<file path="src/rtl/i_deser_pkg.sv">
// Shared definitions for the SDR input deserializer:
// auto-align state encoding, width limits and counter sizing.
package i_deser_pkg;

   localparam int MAX_WIDTH = 10;

   typedef enum logic [1:0] {
      ST_IDLE   = 2'd0,
      ST_SEARCH = 2'd1,
      ST_LOCKED = 2'd2
   } state_e;

   function automatic int cnt_w(input int w);
      int lim;
      lim = (w > MAX_WIDTH) ? MAX_WIDTH : w;
      return (lim > 1) ? $clog2(lim) : 1;
   endfunction

endpackage

</file>
<file path="src/rtl/i_deser_align_fsm.sv">
// Training-pattern search: requests a slip after each mismatching
// word and declares lock after LOCK_COUNT consecutive matches.
module i_deser_align_fsm
   import i_deser_pkg::*;
#(
   parameter int               WIDTH         = 4,
   parameter logic [WIDTH-1:0] TRAIN_PATTERN = '0,
   parameter int               LOCK_COUNT    = 4
) (
   input  logic             clk,
   input  logic             rst,
   input  logic             en,
   input  logic             data_valid,
   input  logic [WIDTH-1:0] q,
   output logic             slip,
   output logic             locked
);

   state_e     state_q, state_d;
   logic [3:0] match_q, match_d;
   logic       locked_q, locked_d;

   always_comb begin
      state_d = state_q;
      match_d = match_q;
      slip    = 1'b0;
      if (!en) begin
         state_d = ST_IDLE;
         match_d = '0;
      end else begin
         unique case (state_q)
            ST_IDLE: begin
               state_d = ST_SEARCH;
               match_d = '0;
            end
            ST_SEARCH: begin
               if (data_valid) begin
                  if (q == TRAIN_PATTERN) begin
                     match_d = match_q + 4'd1;
                     if (match_q == 4'(LOCK_COUNT - 1))
                        state_d = ST_LOCKED;
                  end else begin
                     // slip lands on the cnt==0 edge right after the bad word
                     match_d = '0;
                     slip    = 1'b1;
                  end
               end
            end
            ST_LOCKED: state_d = ST_LOCKED;
            default:   state_d = ST_IDLE;
         endcase
      end
      locked_d = (state_d == ST_LOCKED);
   end

   always_ff @(posedge clk) begin
      if (rst) begin
         state_q  <= ST_IDLE;
         match_q  <= '0;
         locked_q <= 1'b0;
      end else begin
         state_q  <= state_d;
         match_q  <= match_d;
         locked_q <= locked_d;
      end
   end

   assign locked = locked_q;

endmodule

</file>
<file path="src/rtl/i_deser_align.sv">
// SDR serial-to-parallel receiver, MSB first, with manual bitslip
// or automatic alignment against a training word.
module i_deser_align
   import i_deser_pkg::*;
#(
   parameter int               WIDTH         = 4,
   parameter string            AUTO_ALIGN    = "FALSE",
   parameter logic [WIDTH-1:0] TRAIN_PATTERN = 4'hC,
   parameter int               LOCK_COUNT    = 4
) (
   input  logic             CLK,
   input  logic             RST,
   input  logic             D,
   input  logic             EN,
   input  logic             BITSLIP,
   output logic [WIDTH-1:0] Q,
   output logic             DATA_VALID,
   output logic             LOCKED
);

   localparam int            CW   = cnt_w(WIDTH);
   localparam logic [CW-1:0] LAST = CW'(WIDTH - 1);
   localparam bit            AUTO = (AUTO_ALIGN == "TRUE");

   logic [WIDTH-1:0] sr_q, sr_d;
   logic [WIDTH-1:0] q_q, q_d;
   logic [CW-1:0]    cnt_q, cnt_d;
   logic             dv_q, dv_d;
   logic             bs_q, bs_d;
   logic             guard_q, guard_d;
   logic             man_req, slip;
   logic             auto_slip, auto_locked;

   i_deser_align_fsm #(
      .WIDTH         (WIDTH),
      .TRAIN_PATTERN (TRAIN_PATTERN),
      .LOCK_COUNT    (LOCK_COUNT)
   ) u_fsm (
      .clk        (CLK),
      .rst        (RST),
      .en         (EN),
      .data_valid (dv_q),
      .q          (q_q),
      .slip       (auto_slip),
      .locked     (auto_locked)
   );

   always_comb begin
      man_req = BITSLIP & ~bs_q & ~guard_q;
      slip    = EN & (AUTO ? auto_slip : man_req);
      sr_d    = sr_q;
      q_d     = q_q;
      cnt_d   = cnt_q;
      dv_d    = 1'b0;
      bs_d    = BITSLIP;
      guard_d = guard_q;
      if (!EN) begin
         sr_d    = '0;
         cnt_d   = '0;
         guard_d = 1'b0;
      end else begin
         sr_d = {sr_q[WIDTH-2:0], D};
         if (slip) begin
            // counter holds, so this word absorbs one extra bit
            guard_d = 1'b1;
         end else if (cnt_q == LAST) begin
            q_d     = {sr_q[WIDTH-2:0], D};
            dv_d    = 1'b1;
            cnt_d   = '0;
            guard_d = 1'b0;
         end else begin
            cnt_d = cnt_q + 1'b1;
         end
      end
   end

   always_ff @(posedge CLK) begin
      if (RST) begin
         sr_q    <= '0;
         q_q     <= '0;
         cnt_q   <= '0;
         dv_q    <= 1'b0;
         bs_q    <= 1'b0;
         guard_q <= 1'b0;
      end else begin
         sr_q    <= sr_d;
         q_q     <= q_d;
         cnt_q   <= cnt_d;
         dv_q    <= dv_d;
         bs_q    <= bs_d;
         guard_q <= guard_d;
      end
   end

   assign Q          = q_q;
   assign DATA_VALID = dv_q;
   assign LOCKED     = AUTO ? auto_locked : 1'b0;

endmodule

</file>
<file path="config.mk">
export PLATFORM = sky130hd
export DESIGN_NAME = i_deser_align
export DESIGN_NICKNAME = d
export VERILOG_FILES = /design/src/rtl/i_deser_pkg.sv /design/src/rtl/i_deser_align_fsm.sv /design/src/rtl/i_deser_align.sv
export SDC_FILE = /design/constraint.sdc
export NUM_CORES = 1
export LEC_CHECK = 0
export BUFFER_PORTS_ARGS = -buffer_cell sky130_fd_sc_hd__buf_4
export CAP_MARGIN = 30
export CORE_AREA = 5 5 42 44
export DETAILED_ROUTE_END_ITERATION = 12
export DIE_AREA = 0 0 47 49
export HOLD_SLACK_MARGIN = 0.05
export PLACE_DENSITY_LB_ADDON = 0.05
export SETUP_SLACK_MARGIN = 0.5
export SYNTH_ARGS = -nofsm -noshare
export SYNTH_HDL_FRONTEND = slang
export SYNTH_SLANG_ARGS = --single-unit
</file>
<file path="constraint.sdc">
create_clock -name CLK -period 2.4 [get_ports CLK]
set_input_delay 0 -clock CLK [delete_from_list [all_inputs] [get_ports CLK]]
set_output_delay 0 -clock CLK [all_outputs]
set_load 0.005 [all_outputs]
</file>
# Word-level counts from Yosys, hierarchy flattened
# Index checks and enable logic that the tools add are counted.
# word_totals
register_bits	12
in_bits	5
output_inout_bits	6
elab_cells	23
# op_classes
addsub	1
eq_ne	1
muxes	4
n_bitwise	7
reduce_logical	4
# ops
cell	n
inverter 1 bit	4
bitwise AND 1 bit	3
2-to-1 mux 1 bit	3
AND reduction 3 bit	1
OR reduction 3 bit	1
adder 2 x 1 -> 2 bit, second input constant	1
== test 2 bit, second input constant	1
2-to-1 mux 2 bit	1
nonzero test 2 bit	1
OR reduction 2 bit	1

# Logic depth before layout (Yosys ltp)
# Gate-level depths: netlist of run 1.
# depth
ltp_word	6
mapped_depth	4
ltp_nobuf	3

# Least setup slack after synthesis of run 1
# No wires, ideal clock.
# synth_path
path_type	reg-to-reg
startpoint	reg guard_q
endpoint	reg dv_q, in the netlist DATA_VALID
setup_ns	0.122
arrival_time_ns	1.115
t_required_ns	2.278
slack_ns	1.163
path_stages_with_launch	5
n_path_buf	1
period_less_slack_ns	1.237
path_cell_list	dfxtp_1 or3b_1 and3_1 buf_6 nor2b_1
# synth_via
elab_chain_cells	4
# synth_rtl
item	line_no	rtl
start, declared	i_deser_align.sv:30	logic guard_q, guard_d;
start signal, assigned	i_deser_align.sv:91	guard_q <= guard_d;
inverter 1 bit	i_deser_align.sv:49	man_req = BITSLIP & ~bs_q & ~guard_q;
bitwise AND 1 bit	i_deser_align.sv:49	
bitwise AND 1 bit	i_deser_align.sv:50	slip = EN & (AUTO ? auto_slip : man_req);
OR reduction 3 bit (no line)	-	
end signal, assigned	i_deser_align.sv:89	dv_q <= dv_d;
end, declared	i_deser_align.sv:28	logic dv_q, dv_d;
# Every way passes these cells.
# A chain may end at the register's enable or synchronous reset.

# Final worst setup path of run 1
# layout_path
startpoint	in BITSLIP
endpoint	reg q_q[1], in the netlist Q[1]
# layout_via
elab_chain_cells	5
# layout_rtl
item	line_no	rtl
start, declared	i_deser_align.sv:15	input logic BITSLIP,
bitwise AND 1 bit (2 in a row)	i_deser_align.sv:49	
bitwise AND 1 bit	i_deser_align.sv:50	
inverter 1 bit (no line)	-	
AND reduction 3 bit (no line)	-	
end signal, assigned	i_deser_align.sv:87	q_q <= q_d;
end, declared	i_deser_align.sv:26	logic [WIDTH-1:0] q_q, q_d;
# Every way passes these cells.

==> run_results.csv, run 1 <==
group,metric,value,unit
final_layout,antenna_cells,0,
clock_network,clk_latency,0.27,ns
synth,synth_area,475,sq um
sta,rsz0062_at_grt,"no",
setup_path,reg2reg_to,"Q[1]",
setup_path,rrSetupSlack,1.12,ns
clock_network,h-tree-depth,1,
route,drt-wirelength-per-cell,10.0,microns
flow_run,max_cap_violations,0,
place,place_inst,69,
sta,setup-tns-final,0,ns
global_routing,grt_pass1_wl,1250,microns
sta,period_share,53.7,%
floorplanning,die_x,47,microns
global_routing,grt_max_degree,13,
floorplanning,dieArea,2300,sq um
sta,slew_viol_final,0,
clock_network,path_clk_slew,0.07,ns
setup_path,critical_path_arrival,1.43,ns
route,drt-initial-drc-count,6,
setup_path,critPathCapture,"Q[1]",
clock_network,numCtsBuffers,3,
synth,yosys.area.top_type,"dfxtp_1",
route,route.detailed.drc,0,
floorplanning,initial_utilization,33.9,%
setup_path,critPathMaxFanout,5,
synth,yosysUniqueCellTypes,17,
setup_path,reg2reg_from,"guard_q",
pwr,pwr_density_cell,571,nW/um^2
floorplanning,die_y,49,microns
synth,synth_nets,53,
setup_path,path_buf_inv,2,
clock_network,cts-hold-fix-buffers,5,
synth,ys_seq_area_share,50.5,%
clock_network,root_buffer,"clkbuf_4",
sta,finalWorstSetupSlack,1.11,ns
sta,max_freq,777,MHz
place,port_buffers,9,
synth,synth_compound_area_share,3.16,%
synth,synthSimpleGateAreaFrac,29.7,%
route,drt_first_pass_iters,2,
clock_network,cts_resized,0,
synth,synthTopCellsByArea,"dfxtp_1 (51%), nand2b_1 (12%), mux2i_1 (8.4%), and2_1 (3.9%), nor2b_1 (3.9%)",
floorplanning,row_count,14,
synth,yosysMostFrequentCell,"dfxtp_1",
global_routing,antenna_found_initial,0,
final_layout,instances_no_fill,77,
synth,synth_top_family_by_area,"simple AND/OR/NAND/NOR gates",
global_routing,overflow,0,
setup_path,ff2ff_path_depth,3,
synth,syn_inst,47,
clock_network,post_cts_buffers,0,
place,postPlaceCellArea,541,sq um
clock_network,clockBufferDepth,2,
global_routing,first_global_vias,329,
route,drt-total-wl,773,microns
synth,synthMuxAreaShare,8.42,%
sta,period_minus_slack,1.29,ns
sta,finalSetupViolations,0,
route,highest_layer,"met4",
global_routing,grt_usage,7.85,%
setup_path,start_kind,"input port",
final_layout,final_layout_size_suffix_gt1_share,19.7,%
synth,yosys.area_share.xor_xnor,0,%
pwr,irDropWorstVdd,0.268,mV
route,wl_met1,322,microns
synth,synth-edff-count,0,
floorplanning,coreArea,1400,sq um
hold_path,holdPathStages,2,
final_layout,finalInstanceArea,613,sq um
setup_path,path_cells,"dlygate4sd3_1 -> buf_4 -> or3b_1 -> and3_1 -> mux2i_1",
synth,synthFlopType,"dfxtp_1",
synth,netlist.area_leader.share,50.5,%
setup_path,cp_slowest_cell,"dlygate4sd3_1",
setup_path,crit_path_start,"BITSLIP",
final_layout,area_delta_synth_final,28.9,%
synth,yosys-top-cells-count,"dfxtp_1 (12), nand2b_1 (9), mux2i_1 (4)",
place,dp.final_hpwl,606,microns
clock_network,cts_tree,"done",
synth,synthAdderAreaFrac,2.63,%
setup_path,end_kind,"flop",
sta,final_hold_viol_count,0,
synth,avgSynthCellArea,10.1,sq um
sta,finClkSkew,0.00429,ns
place,gp_congestion,0.716,
route,viasPerCell,4.56,
synth,synthArstFlopShare,0,%
place,place_ws,1.12,ns
synth,ys.warnings.count,0,
setup_path,path_class,"input port to flop",
setup_path,crit_required,2.54,ns
setup_path,crit_path_max_incr_delay,0.52,ns
route,drtAntennaViolNets,0,
pwr,total_power,350,uW
setup_path,cp.depth,5,
route,vias,351,
floorplanning,io_pins,11,
route,met3_length,77,microns
final_layout,nets,69,
clock_network,cts.sinks,12,
pwr,power_leakage,0.000254,uW
hold_path,worstHoldPathType,"flop to flop",
synth,yosys_register_bits,12,
status,outcome,"finished, final reports clean",
route,dr_wl_met2,364,microns
setup_path,cp_top_family,"simple AND/OR/NAND/NOR gates",
==> tightest hold or removal path: cells and delay by family (launching register included) <==
kind	cells	cell delay, ns
and+or+nand+nor	1	0.06
muxes	1	0.06
DFF	1	0.30
==> layout by cell type, fill, tap and decap left out, types with 3 or more instances in the layout <==
cell type       n
dfxtp_1        12
dlygate4sd3_1   5
nand2b_1        9
nand2_1         3
nor2b_1         3
and2_1          3
clkbuf_4        3
buf_4           9
mux2i_1         4
a21oi_1         3
==> power by group <==
part           internal [uW]  switching, uW  leakage [uW]
sequential               203           2.20     0.0000975
clock                   58.0           58.6     0.0000138
combinational           17.6           10.5      0.000143
total                    279           71.3      0.000254
==> how the worst min path moves through the flow <==
stage | start | endpoint | slack [ns]
final | sr_q[2] | Q[3] | 0.46
after global routing | sr_q[0] | sr_q[1] | 0.48
after CTS | sr_q[0] | sr_q[1] | 0.46
after detailed placement | D | sr_q[0] | 0.22
after global placement | D | sr_q[0] | 0.22
after floorplan | D | sr_q[0] | 0.12
==> flip-flops by register name (all words and copies together), names as in the netlist <==
| signal | count |
|---|---|
| DATA_VALID | 1 |
| Q | 4 |
| bs_q | 1 |
| cnt_q | 2 |
| guard_q | 1 |
| sr_q | 3 |
==> logic make-up (layout without fill, tap and decap cells) <==
kind of cell / after synthesis / after routing
simple gates: 23 / 23
other cells: 1 / 1
mux: 4 / 4
fa+ha+maj: 1 / 1
flops: 12 / 12
buf+inv: 3 / 17
compound gates: 3 / 3
==> final cells by class <==
| type | count | area (sq um) |
|---|---|---|
| Fill cell | 145 | 788 |
| Clock buffer | 3 | 22.5 |
| Timing Repair Buffer | 14 | 118 |
| Sequential cell | 12 | 240 |
| Tap cell | 16 | 20.0 |
| Multi-Input combinational cell | 32 | 213 |
==> metal layers <==
layer  vias up  GRT usage, %
met4         0          5.53
met1       161          8.24
li1        178             -
met3         2          4.43
met5         -             0
met2        10          11.3
==> metrics by stage <==
step / hold WS (ns) / util, %
detailed placement: 0.222 / 38.6
finish: 0.464 / 43.8
global route: 0.480 / 43.8
floorplan: 0.122 / -
global placement: 0.217 / 38.6
CTS: 0.463 / 43.8
Note: power is estimated with default switching activity, not from simulation.
==> inputs of run 2 (changes only) <==
==> constraint.sdc (replaced) <==
create_clock -name CLK -period 1.17 [get_ports CLK]
set_input_delay 0 -clock CLK [delete_from_list [all_inputs] [get_ports CLK]]
set_output_delay 0 -clock CLK [all_outputs]
set_load 0.005 [all_outputs]
==> run 2 against run 1 <==
Against the previous run: sequential share of layout area fell by 2.6 points; final cell count grew 3.9%; first-iteration DRC count down 100%; setup slack worse by 1.0 ns; largest power group unchanged; worst hold slack got worse by 0.42 ns; non-clock buffer count grew 2; global-route usage rose by 0.64 points; critical path depth shrank 2; largest cell class unchanged; routed wire length increased by 8.2%; die area did not move.
==> run_results.csv, run 2 (synthesis gave the netlist of run 1 again) <==
group,metric,value,unit
final_layout,instances_no_fill,80,
place,gp_congestion,0.752,
global_routing,grt_pass1_wl,1300,microns
route,wl_met1,372,microns
setup_path,crit_required,1.33,ns
global_routing,first_global_vias,322,
final_layout,finalInstanceArea,673,sq um
setup_path,crit_path_max_incr_delay,0.39,ns
clock_network,numCtsBuffers,3,
sta,max_freq,903,MHz
setup_path,critPathMaxFanout,5,
floorplanning,die_y,49,microns
place,dp.final_hpwl,588,microns
route,met3_length,79,microns
floorplanning,die_x,47,microns
global_routing,grt_max_degree,12,
pwr,irDropWorstVdd,0.815,mV
global_routing,grt_usage,8.49,%
setup_path,path_cells,"or3b_1 -> and3_4 -> mux2i_1",
sta,setup-tns-final,0,ns
route,viasPerCell,4.45,
setup_path,start_kind,"flop",
final_layout,final_cell_mix,"nand2b_1 (9), buf_4 (9), dfxtp_1 (7)",
clock_network,path_clk_slew,0.07,ns
route,drt_first_pass_iters,1,
sta,final_hold_viol_count,0,
sta,slew_viol_final,0,
floorplanning,row_count,14,
floorplanning,io_pins,11,
clock_network,cts_tree,"done",
route,vias,356,
floorplanning,coreArea,1400,sq um
setup_path,path_buf_inv,0,
clock_network,h-tree-depth,1,
route,drtAntennaViolNets,0,
place,place_inst,70,
pwr,pwr_density_cell,1200,nW/um^2
route,drt-total-wl,836,microns
floorplanning,initial_utilization,33.9,%
status,outcome,"finished, final reports clean",
final_layout,nets,71,
hold_path,worstHoldPathType,"input port to flop",
sta,rsz0062_at_grt,"yes",
place,port_buffers,9,
global_routing,antenna_found_initial,0,
floorplanning,dieArea,2300,sq um
clock_network,cts.sinks,12,
route,dr_wl_met2,359,microns
place,postPlaceCellArea,551,sq um
clock_network,clk_latency,0.27,ns
setup_path,path_class,"flop to flop",
setup_path,cp_top_family,"simple AND/OR/NAND/NOR gates",
route,drt-initial-drc-count,0,
route,drt-wirelength-per-cell,10.5,microns
pwr,power_leakage,0.000272,uW
clock_network,root_buffer,"clkbuf_4",
route,route.detailed.drc,0,
flow_run,max_cap_violations,0,
sta,finalSetupViolations,0,
setup_path,cp_slowest_cell,"or3b_1",
clock_network,clockBufferDepth,2,
route,highest_layer,"met4",
final_layout,area_delta_synth_final,41.6,%
sta,finClkSkew,0.00518,ns
global_routing,overflow,0,
final_layout,antenna_cells,0,
setup_path,end_kind,"flop",
sta,period_share,94.6,%
sta,period_minus_slack,1.11,ns
final_layout,largest_reg_flops,4,
setup_path,critical_path_arrival,1.27,ns
final_layout,final_layout_size_suffix_gt1_share,40.6,%
run 2: changes by cell type in the layout (fill, tap and decap cells not counted), moves of 2 or more:
cell and delta:
buf_6 +4, dfxtp_2 +5, dlygate4sd3_1 -2, dfxtp_1 -5, a21oi_2 +2, a21oi_1 -2
run 2: timing repair:
| item | CTS | global route |
|---|---|---|
| gates cloned | 0 | 0 |
| gates resized for setup | 10 | 3 |
| hold endpoints to repair | 6 | 0 |
| pin swaps | 1 | 0 |
| buffers inserted | 3 | 0 |
| endpoints found under the setup margin | 13 | 13 |
| hold buffers | 3 | 0 |
run 2: worst paths after layout:
kind,end,startpoint,depth (start not counted),slack [ns]
min,Q[3],RST,3,0.05
max,Q[1],bs_q,3,0.06
min reg2reg,sr_q[2],sr_q[1],1,0.46
max reg2reg,Q[1],bs_q,3,0.06
run 2: cell type report:
| type | count | area (sq um) |
|---|---|---|
| tap | 16 | 20.0 |
| fill | 142 | 728 |
| clock buffer | 4 | 36.3 |
| sequential | 12 | 246 |
| multi-input combinational | 32 | 228 |
| timing repair buffer | 16 | 143 |
run 2: worst register-to-register path, stage by stage, from the launching register on:
cell,delay (ns)
dfxtp_1,0.30
or3b_1,0.39
and3_4,0.19
mux2i_1,0.12
run 2: per-layer routing:
layer / GRT usage (%) / vias up
li1: - / 184
met1: 10.0 / 156
met2: 10.2 / 11
met3: 6.64 / 5
met4: 5.53 / 0
met5: 0 / -
run 2: metrics by stage:
| step | setup WS [ns] | power [uW] | hold slack, ns | utilization [%] |
|---|---|---|---|---|
| floorplan | -0.0438 | 461 | 0.122 | - |
| global placement | -0.0388 | 478 | 0.220 | 39.3 |
| detailed placement | -0.0465 | 481 | 0.222 | 39.3 |
| CTS | 0.0555 | 815 | 0.0406 | 47.4 |
| global route | 0.0156 | 842 | 0.0682 | 48.0 |
| finish | 0.0631 | 807 | 0.0483 | 48.0 |
run 2: report_power, final:
part	switching (uW)	total (uW)	internal, uW
clock	132	321	189
combinational	26.8	65.3	38.5
sequential	4.04	421	417
total	163	807	645
